<file path="config.mk">
export PLATFORM = sky130hd
export DESIGN_NAME = mux_checker_cmp
export DESIGN_NICKNAME = d
export VERILOG_FILES = /design/src/rtl/mux_checker_pkg.sv /design/src/rtl/mux_checker_cmp.sv
export SDC_FILE = /design/constraint.sdc
export NUM_CORES = 1
export LEC_CHECK = 0
export CAP_MARGIN = 20
export CORE_AREA = 4 4 41 43
export DETAILED_ROUTE_END_ITERATION = 8
export DIE_AREA = 0 0 45 47
export PLACE_DENSITY = 0.49
export RECOVER_POWER = 50
export SETUP_SLACK_MARGIN = 0.05
export SLEW_MARGIN = 20
export SYNTH_ARGS = -nofsm -noshare
export SYNTH_HDL_FRONTEND = slang
export SYNTH_SLANG_ARGS = --single-unit
</file>
<file path="constraint.sdc">
create_clock -name clk_i -period 0.9 [get_ports clk_i]
set_input_delay 0.09 -clock clk_i [delete_from_list [all_inputs] [get_ports clk_i]]
set_output_delay 0.09 -clock clk_i [all_outputs]
set_load 0.03 [all_outputs]
</file>
<file path="src/rtl/mux_checker_pkg.sv">
// Shared types and constants for the 2:1 mux lock-step equivalence checker.
package mux_checker_pkg;

    localparam int unsigned DATA_W_DEF = 8;
    localparam int unsigned CNT_W_DEF  = 8;

    typedef logic [DATA_W_DEF-1:0] mux_data_t;

    // Polarity of the per-lane compare flags.
    localparam logic PASS = 1'b1;
    localparam logic FAIL = 1'b0;

endpackage

</file>
<file path="src/rtl/mux_checker_cmp.sv">
// Registered single-lane comparator. When qualify_i is low the lane is
// treated as a don't-care and reports PASS. match_d_o exposes the value that
// will be registered on the next edge, so the parent can act on it in the same cycle.
module mux_checker_cmp
    import mux_checker_pkg::*;
#(
    parameter int unsigned W = DATA_W_DEF
) (
    input  logic         clk_i,
    input  logic         rst_i,
    input  logic [W-1:0] a_i,
    input  logic [W-1:0] b_i,
    input  logic         qualify_i,
    output logic         match_d_o,
    output logic         match_o
);

    logic match_q;

    // Full-width bitwise equality, forced to PASS when the lane is unqualified.
    always_comb begin
        match_d_o = PASS;
        if (qualify_i) begin
            match_d_o = (a_i == b_i) ? PASS : FAIL;
        end
    end

    // Register the compare result; synchronous active-high reset to PASS.
    always_ff @(posedge clk_i) begin
        if (rst_i) begin
            match_q <= PASS;
        end else begin
            match_q <= match_d_o;
        end
    end

    assign match_o = match_q;

endmodule

</file>
---- Word-level counts from Yosys, hierarchy flattened ----
Cells that the tools add are included.
operators by class
  equal/unequal tests ..................... 1
  mux-type cells .......................... 2
operators by type and width
  kind              number
  8-bit == test     1
  1-bit 2-to-1 mux  2
word-level totals
  register bits ........................... 1
  input bits .............................. 19
  output and inout port bits .............. 2
  word-level logic and storage cells ...... 4

---- Logic depth before layout (Yosys ltp) ----
  word-level depth ........................ 3
  mapped depth ............................ 3
  depth with buffers taken out ............ 3

---- Worst setup path after synthesis ----
Ideal clock, no wire load.
  kind .................................... input-to-output
  start ................................... input port b_i[0]
  end ..................................... output port match_d_o
  data arrival time ....................... 0.819 ns
  data required time ...................... 0.810 ns
  setup slack ............................. -0.009 ns
  stages on the path ...................... 3
  buffers on the path ..................... 0
  cells stage by stage .................... xnor2_1 -> nand4_1 -> o21ai_1
between the ends
  cells in the longest elaborated chain, start to end .. 3
RTL lines
  element             line                   source
  start: declaration  mux_checker_cmp.sv:12  input logic [W-1:0] b_i,
  8-bit == test       mux_checker_cmp.sv:24  match_d_o = (a_i == b_i) ? PASS : FAIL;
  1-bit 2-to-1 mux    mux_checker_cmp.sv:24
  1-bit 2-to-1 mux    mux_checker_cmp.sv:23  if (qualify_i) begin
  end: declaration    mux_checker_cmp.sv:14  output logic match_d_o,
Every way passes these cells.

---- Worst setup path after layout ----
  start ................................... input port b_i[4]
  end ..................................... output port match_d_o
Same word-level chain as after synthesis.

==> reports/qor.txt <==
status = completed
sequential cell area fraction in the yosys report = 0.1684
sw power = 0.05717 mW
die area = 2115 um2
Critical Path Source Type = primary input
vias in the first global route = 176
Final Critical Period = 0.8853 ns
IO Port Bufs = 20
initial antenna violation count = 0
final setup violation count = 0
final-stage net count = 56
count of final max-slew check failures = 0
pre-CTS setup slack = -0.3834 ns
Hold Crit Class = primary input to flip-flop
most numerous cell in the Yosys netlist = xnor2_1
num rows = 13
Total GRT Usage = 0.03788
DRC Markers = 0
Post-synth EDFFs = 0
final hold viol count = 0
max incr delay on CP = 0.17 ns
largest family of logic cells by synthesized area = XOR/XNOR gates
core area = 1301 um2
area growth from synthesis to layout = 224.2%
xor-xnor portion of the synthesized cell area = 0.5895
Worst path slowest cell = o21ai_2
maximum clock frequency = 1130 MHz
Syn Nets = 33
Int Power = 0.1629 mW
largest net degree at the start of global routing = 3
Pwr Density = 571.1 nW/um2
Yosys cell types = 5
die height = 47 um
via count = 179
compound-gate portion of the synthesized area = 0.08421
I/O pin count = 21
CP most frequent cell = buf_6
setup bufs post-CTS = 0
max_slew headroom = 0.7560
clock slew seen by the registers of the worst setup and hold paths = 0 ns
Mapped Area = 118.9 um2
worst vdd ir = 147.3 uV
Synth top area share = 0.5895
Pre-Repair DR Iteration Count = 1
Crit path arrival time = 0.80 ns
worst-path maximum fanout = 2
layout cells sized above 1 = 0.7714
synthesized area per cell = 8.490 um2
sequential power share = 0.219
clock network fraction of design power = 0
DIE WIDTH = 45 um
critical path buffer and inverter count = 2
Leak Pwr = 0.1807 nW
GR Overflow Total = 0
DRT Wirelength = 457 um
Iteration-0 DRC Markers = 0
first-pass GRT wire length = 614 um
simple-gate portion of the synthesized area = 0.1579
leading area contributor after synthesis = xnor2_1
diode count = 0
FFs w/ async S/R, synth = 0
Synth Register Bits = 1
Worst Tran Pin Value = 0.3675 ns
CP cell instances = buf_6 > xnor2_2 > nand4_1 > o21ai_2 > buf_6
yosys warns = 0
CP Class = primary input to output pin
ANT nets after route = 0
cell family with most CP delay = buffers and inverters
Initial Utilization = 0.09135
ys flop type = dfxtp_1
unrepaired setup endpoints after global routing = true
Hold Buf Count CTS = 0
drt via density = 3.580
Area contributors post-synth = xnor2_1 (59%), dfxtp_1 (17%), nand4_1 (11%)
GPL Wtd Cong = 0.5480
final worst slack = 0.01470 ns
Comb pwr share = 0.781
utilization after layout = 0.2962
MaxCap Viol Count = 0
Commonest cells post-synth = xnor2_1 (8), nand4_1 (2), o21ai_1 (2)
drt wl/cell = 9.140 um
CP Capture Type = output pin
max FFs per register = 1
Final period util = 0.9837
multiplexer area fraction after synthesis = 0
Sw Ratio = 0.2598
Adder-Cell Fraction of Synth Area = 0
worst path required time = 0.81 ns
cell count after synthesis = 14
[layer usage]
metal | vias to the layer above | part of all wire | track usage
met3 | 0 | 0.15 | 0.003831
met4 | 0 | 0 | 0
met1 | 77 | 0.26 | 0.03175
li1 | 90 | - | -
met2 | 12 | 0.58 | 0.09322
met5 | - | 0 | 0
[power groups by stage]
stage	Combinational [mW]	Sequential (mW)	Clock, mW
global placement	0.146	0.0483	0
floorplan	0.0452	0.0533	0
CTS	0.144	0.0483	0
detailed placement	0.150	0.0483	0
finish	0.172	0.0482	0
global route	0.183	0.0483	0
[path summary, 6_finish.rpt]
path                                 end  depth (start not counted)  slack [ns]  startpoint
worst min-delay path  match_o$_SDFF_PP1_                          4        0.46      a_i[4]
worst max-delay path           match_d_o                          5        0.01      b_i[4]
[metrics by stage]
step	std cells	instance area [um2]	hold slack, ns	TNS [ns]	total power, mW
2_1_floorplan	14	122.6	0.1974	0	0.09852
3_3_place_gp	50	344.1	0.5240	-0.6143	0.1939
3_5_place_dp	50	344.1	0.5235	-0.6549	0.1981
4_1_cts	50	326.6	0.4784	0	0.1921
5_1_grt	50	385.4	0.4992	-0.03362	0.2316
6_report	50	385.4	0.4611	0	0.2201
[layout by cell type, fill, tap and decap left out, drive strengths merged]
cell type,instances
clkdlybuf4s50,1
dlygate4sd2,1
dfxtp,1
clkbuf,1
buf,18
nor2b,1
o21ai,2
nand4,2
xnor2,8
[tightest hold or removal path: cells and delay by family]
kind | cells | cell delay (ns)
and+or+nand+nor | 1 | 0.12
buffers and inverters | 1 | 0.07
AOI/OAI and AO/OA | 1 | 0.07
xor gates and xnor gates | 1 | 0.05
[area by class of cell]
cell class,count,area (um2)
Fill cell,146,915.9
Multi-Input combinational cell,13,162.7
Sequential cell,1,20.02
Tap cell,15,18.77
Timing Repair Buffer,21,183.9
[repair_timing]
item,4_1_cts,5_1_grt
endpoints found under the hold margin,0,0
pin swaps,11,5
setup endpoints to repair,2,2
resized for setup,67,9
[cell families after synthesis]
group,Yosys count
AO/OA/AOI/OAI,2
XOR/XNOR,8
AND/OR/NAND/NOR,3
flip-flops,1
No activity file was read; power rests on OpenSTA's default activity.
